File: src/rtl/segre_icache.sv
// Direct-mapped, read-only instruction cache with a zero-latency hit path and a
// line-wide refill FSM (IDLE -> REQ -> WAIT) against instruction memory.
module segre_icache #(
    parameter int ADDR_WIDTH = 32,
    parameter int NUM_LINES  = 8,
    parameter int LINE_WORDS = 4
) (
    input  logic                     clk_i,
    input  logic                     rst_i,
    input  logic                     fetch_valid_i,
    input  logic [ADDR_WIDTH-1:0]    fetch_addr_i,
    output logic                     hit_o,
    output logic [31:0]              instr_o,
    input  logic                     invalidate_i,
    output logic                     mem_rd_o,
    output logic [ADDR_WIDTH-1:0]    mem_addr_o,
    input  logic                     mem_ready_i,
    input  logic [32*LINE_WORDS-1:0] mem_data_i
);

    localparam int OFF_W = $clog2(LINE_WORDS);
    localparam int IDX_W = $clog2(NUM_LINES);
    localparam int TAG_W = ADDR_WIDTH - 2 - OFF_W - IDX_W;
    localparam logic [31:0] NOP = 32'h0000_0013;

    typedef enum logic [1:0] {IDLE, REQ, WAIT} state_t;

    state_t                          state_q;
    logic [NUM_LINES-1:0]            valid_q;
    logic [TAG_W-1:0]                tag_q  [NUM_LINES];
    logic [LINE_WORDS-1:0][31:0]     data_q [NUM_LINES];
    logic [ADDR_WIDTH-1:0]           miss_addr_q;
    logic                            mem_rd_q;
    logic                            flushed_q;

    logic [OFF_W-1:0]                f_off;
    logic [IDX_W-1:0]                f_idx;
    logic [TAG_W-1:0]                f_tag;
    logic [IDX_W-1:0]                miss_idx;
    logic [TAG_W-1:0]                miss_tag;
    logic [ADDR_WIDTH-1:0]           miss_line;
    logic                            hit;
    logic [31:0]                     instr;
    logic                            fill_en;
    logic                            unused_addr_bits;

    assign f_off     = fetch_addr_i[OFF_W+1:2];
    assign f_idx     = fetch_addr_i[OFF_W+IDX_W+1:OFF_W+2];
    assign f_tag     = fetch_addr_i[ADDR_WIDTH-1:ADDR_WIDTH-TAG_W];
    assign miss_idx  = miss_addr_q[OFF_W+IDX_W+1:OFF_W+2];
    assign miss_tag  = miss_addr_q[ADDR_WIDTH-1:ADDR_WIDTH-TAG_W];
    assign miss_line = {fetch_addr_i[ADDR_WIDTH-1:OFF_W+2], {(OFF_W+2){1'b0}}};
    assign unused_addr_bits = ^fetch_addr_i[1:0];

    // NOTE: every output of an always_comb gets a default first so no latch is inferred.
    always_comb begin
        hit   = 1'b0;
        instr = NOP;
        if (fetch_valid_i && state_q == IDLE && valid_q[f_idx] && tag_q[f_idx] == f_tag) begin
            hit   = 1'b1;
            instr = data_q[f_idx][f_off];
        end
    end

    // Filling is only possible while a request is outstanding, so the hit path never races it.
    assign fill_en = (state_q != IDLE) && mem_ready_i;

    // NOTE: tag/data arrays carry no reset; only the valid bits decide whether they are used.
    always_ff @(posedge clk_i) begin
        if (fill_en) begin
            data_q[miss_idx] <= mem_data_i;
            tag_q[miss_idx]  <= miss_tag;
        end
    end

    // NOTE: sequential state uses non-blocking assignments only.
    always_ff @(posedge clk_i or posedge rst_i) begin
        if (rst_i) begin
            state_q     <= IDLE;
            valid_q     <= '0;
            miss_addr_q <= '0;
            mem_rd_q    <= 1'b0;
            flushed_q   <= 1'b0;
        end else begin
            case (state_q)
                IDLE: begin
                    if (invalidate_i) begin
                        valid_q <= '0;
                    end else if (fetch_valid_i && !hit) begin
                        miss_addr_q <= miss_line;
                        mem_rd_q    <= 1'b1;
                        flushed_q   <= 1'b0;
                        state_q     <= REQ;
                    end
                end
                REQ, WAIT: begin
                    // A flush during refill must keep the incoming (possibly stale) line invalid.
                    if (invalidate_i) begin
                        valid_q   <= '0;
                        flushed_q <= 1'b1;
                    end
                    if (mem_ready_i) begin
                        if (!(flushed_q || invalidate_i)) begin
                            valid_q[miss_idx] <= 1'b1;
                        end
                        mem_rd_q <= 1'b0;
                        state_q  <= IDLE;
                    end else begin
                        state_q <= WAIT;
                    end
                end
                default: state_q <= IDLE;
            endcase
        end
    end

    assign hit_o      = hit;
    assign instr_o    = instr;
    assign mem_rd_o   = mem_rd_q;
    assign mem_addr_o = miss_addr_q;

endmodule

File: config.mk
export PLATFORM = sky130hd
export DESIGN_NAME = segre_icache
export DESIGN_NICKNAME = d
export VERILOG_FILES = /design/src/rtl/segre_icache.sv
export SDC_FILE = /design/constraint.sdc
export NUM_CORES = 1
export LEC_CHECK = 0
export CAP_MARGIN = 20
export CORE_ASPECT_RATIO = 0.7
export CORE_MARGIN = 10
export CORE_UTILIZATION = 30
export DETAILED_ROUTE_END_ITERATION = 6
export GPL_ROUTABILITY_DRIVEN = 0
export PLACE_DENSITY_LB_ADDON = 0.1
export SLEW_MARGIN = 20
export SYNTH_ARGS = -nofsm -noshare
export SYNTH_HDL_FRONTEND = slang
export SYNTH_SLANG_ARGS = --single-unit
File: constraint.sdc
create_clock -name clk_i -period 20.5 [get_ports clk_i]
set_input_delay 4.1 -clock clk_i [delete_from_list [all_inputs] [get_ports clk_i]]
set_output_delay 4.1 -clock clk_i [all_outputs]
set_load 0.005 [all_outputs]
==> results.sh <==
export IMPL_grt_overflow=0
export IMPL_r2r_start="mem_addr_o[5]"
export IMPL_drc=0
export IMPL_drive_above_1_share_pct=26.2
export IMPL_ir_worst_vdd_mv=0.0657
export IMPL_dieWidth_um=501
export IMPL_worst_setup_path_type="in2out"
export IMPL_synth_seq_cells=1264
export IMPL_critPathLaunchType="primary input"
export IMPL_slew_headroom_pct=28.7
export IMPL_max_clock_freq_ghz=0.0715
export IMPL_crit_path_max_fanout=54
export IMPL_grt_max_degree=139
export IMPL_syn_cell_area_um2=48700
export IMPL_cts_sinks=1264
export IMPL_cts_resized_gates=0
export IMPL_timing_hold_worst_path_depth=2
export IMPL_setup_viol=0
export IMPL_grt_pass1_wl_um=179000
export IMPL_ys_warn_count=0
export IMPL_insertion_delay_ps=750
export IMPL_holdWs_ps=483
export IMPL_worstMarginPinSlew_ps=1070
export IMPL_fp_dieH_um=357
export IMPL_postCtsSetupRepairBufs=0
export IMPL_io_buffers=224
export IMPL_rsz0062_at_grt="no"
export IMPL_endpoint_kind="output pin"
export IMPL_required_ps=16400
export IMPL_fin_area_um2=57800
export IMPL_clockRootBuffer="clkbuf_16"
export IMPL_netlist_instances=2055
export IMPL_numCtsBuffers=132
export IMPL_yosys_area_top_type="edfxtp_1"
export IMPL_cts_tree="done"
export IMPL_clock_path_buffers=3
export IMPL_first_global_vias=24376
export IMPL_reg2reg_to="data_q[2][26]"
export IMPL_dpl_cell_area_um2=53500
export IMPL_powerDensity_nw_per_um2=109
export IMPL_synth_flop_cell="edfxtp_1"
export IMPL_ioPinCount=231
export IMPL_synth_seq_area_share_pct=77.6
export IMPL_finalPower_mw=6.28
export IMPL_crit_arrival_ps=9880
export IMPL_ant_nets=0
export IMPL_synthTopCellsByCount="edfxtp_1, mux4_2, mux2i_1"
export IMPL_drt_pass1_iter_count=5
export IMPL_clk_pin_slew_ps=60
export IMPL_rows=123
export IMPL_start_util_pct=30.2
export IMPL_hp_class="reg2reg"
export IMPL_fill_cells=14698
export IMPL_cp_slowest_cell="or4_2"
export IMPL_leakagePower_nw=18.1
export IMPL_rrSetupSlack_ps=16270
export IMPL_hpwl_um=69000
export IMPL_grtUsageTotal_pct=13.8
export IMPL_core_area_um2=161000
export IMPL_antenna_found_initial=36
export IMPL_finClkSkew_ps=28.8
export IMPL_worstPathCellList="clkbuf_8 -> buf_4 -> buf_4 -> mux4_2 -> mux2i_1 -> xnor2_1 -> a2111oi_2 -> nand4_1 -> or4_2 -> buf_4 -> nor2_1 -> clkdlybuf4s50_1"
export IMPL_cts_hold_buf=0
export IMPL_yosysUniqueCellTypes=59
export IMPL_async_reset_ff_share_pct=3.16
export IMPL_hold_violations=0
export IMPL_crit_top_cell="buf_4"
export IMPL_cpPeakStageDelay_ps=920
export IMPL_synthTopCellsByArea="edfxtp_1, mux4_2, dfrtp_1"
export IMPL_drv_cap=0
export IMPL_avgSynthCellArea_um2=23.7
export IMPL_yosysMostFrequentCell="edfxtp_1"
export IMPL_min_period_ps=13980
export IMPL_reg2regPathDepth=6
export IMPL_nets=2519
export IMPL_vias=22116
export IMPL_min_from="valid_q[5]"
export IMPL_htree_levels=4
export IMPL_fin_setup_tns_ps=0
export IMPL_fin_crit_sh_pct=68.2
export IMPL_post_drt_via_cell_ratio=4.82
export IMPL_status="complete, no violations"
export IMPL_drt_iter0_drc=1668
export IMPL_hold_path_end="valid_q[5]"
export IMPL_finalWirelength_um=124000
export IMPL_yosysTopAreaCellShare_pct=75.5
export IMPL_wl_per_cell_um=27.1
export IMPL_die_area_um2=179000
export IMPL_slew_violations=0
export IMPL_syn_to_final_growth_pct=18.7
export IMPL_synth_edf_count=1224
==> cell usage in the layout (no fill, tap or decap), types with 9 or more instances in the layout <==
master	netlist	layout
mux2i_1	79	79
clkbuf_16	0	138
nor2_1	41	35
o22ai_1	16	16
clkbuf_1	44	32
clkinv_2	0	16
clkinv_1	0	27
diode_2	0	9
xnor2_1	9	9
nand2_1	22	22
bufinv_16	0	10
dfrtp_1	40	40
edfxtp_1	1224	1224
mux2_4	20	20
mux4_2	338	338
nand4_1	12	12
buf_4	10	40
mux2_2	36	36
clkdlybuf4s50_1	0	219
==> registers in the layout, indices dropped and copies added, names as in the netlist <==
register    count
valid_q         8
state_q         2
data_q       1024
mem_addr_o     28
tag_q         200
mem_rd_o        1
flushed_q       1
==> per-layer routing <==
layer | track usage (%) | vias up | routed length (um)
met5 | 0 | - | 131
met4 | 3.57 | 22 | 2370
met3 | 3.01 | 207 | 5550
met2 | 23.6 | 414 | 62100
met1 | 17.9 | 12067 | 54300
li1 | - | 9406 | -
==> stage by stage <==
step,instances,setup WS [ps],utilization (%)
CTS,4578,6320,35.9
finish,4587,6520,35.9
global placement,4342,6330,33.2
detailed placement,4343,6350,33.3
floorplan,2058,884,-
global route,4582,6110,35.9
==> where the power goes <==
part / internal [mW] / switching (mW) / total (mW)
combinational: 0.286 / 0.372 / 0.658
clock: 1.36 / 0.985 / 2.35
sequential: 3.16 / 0.120 / 3.28
==> worst max path at each step <==
stage,from,endpoint,slack [ps],cells past startpoint
floorplan,mem_ready_i,data_q[4][0],880,2
global placement,fetch_addr_i[6],instr_o[19],6330,12
detailed placement,fetch_addr_i[6],instr_o[26],6350,12
CTS,fetch_addr_i[6],instr_o[26],6320,12
global route,fetch_addr_i[6],instr_o[19],6110,12
finish,fetch_addr_i[6],instr_o[19],6520,12
==> layout make-up <==
type	count	area, um^2	share of cell area [%]
tap	2125	2660	4.60
clock buffer	171	3590	6.21
multi-input combinational	677	10500	18.1
clock inverter	64	617	1.07
sequential	1264	37800	65.4
antenna	9	22.5	0.0390
inverter	10	42.5	0.0736
timing repair buffer	267	2630	4.55
==> cells by family (layout without fill, tap and decap cells) <==
kind of cell    after synthesis  in the layout  synth area share (%)
compound gates               64             64                 0.990
xor+xnor                     15             15                 0.270
fa+ha+maj                     2              2                0.0514
buf+inv                     117            512                  1.12
flops                      1264           1264                  77.6
mux                         475            475                  18.8
other cells                   1             13               0.00770
simple gates                117            117                  1.22
==> worst max-delay path: cells and delay by family <==
kind,cells,cell delay (ps)
AO/OA/AOI/OAI,1,320
XOR/XNOR,1,230
buffers and inverters,5,3100
multiplexers,2,710
AND/OR/NAND/NOR,3,1230
Note: power is estimated with default switching activity, not from simulation.
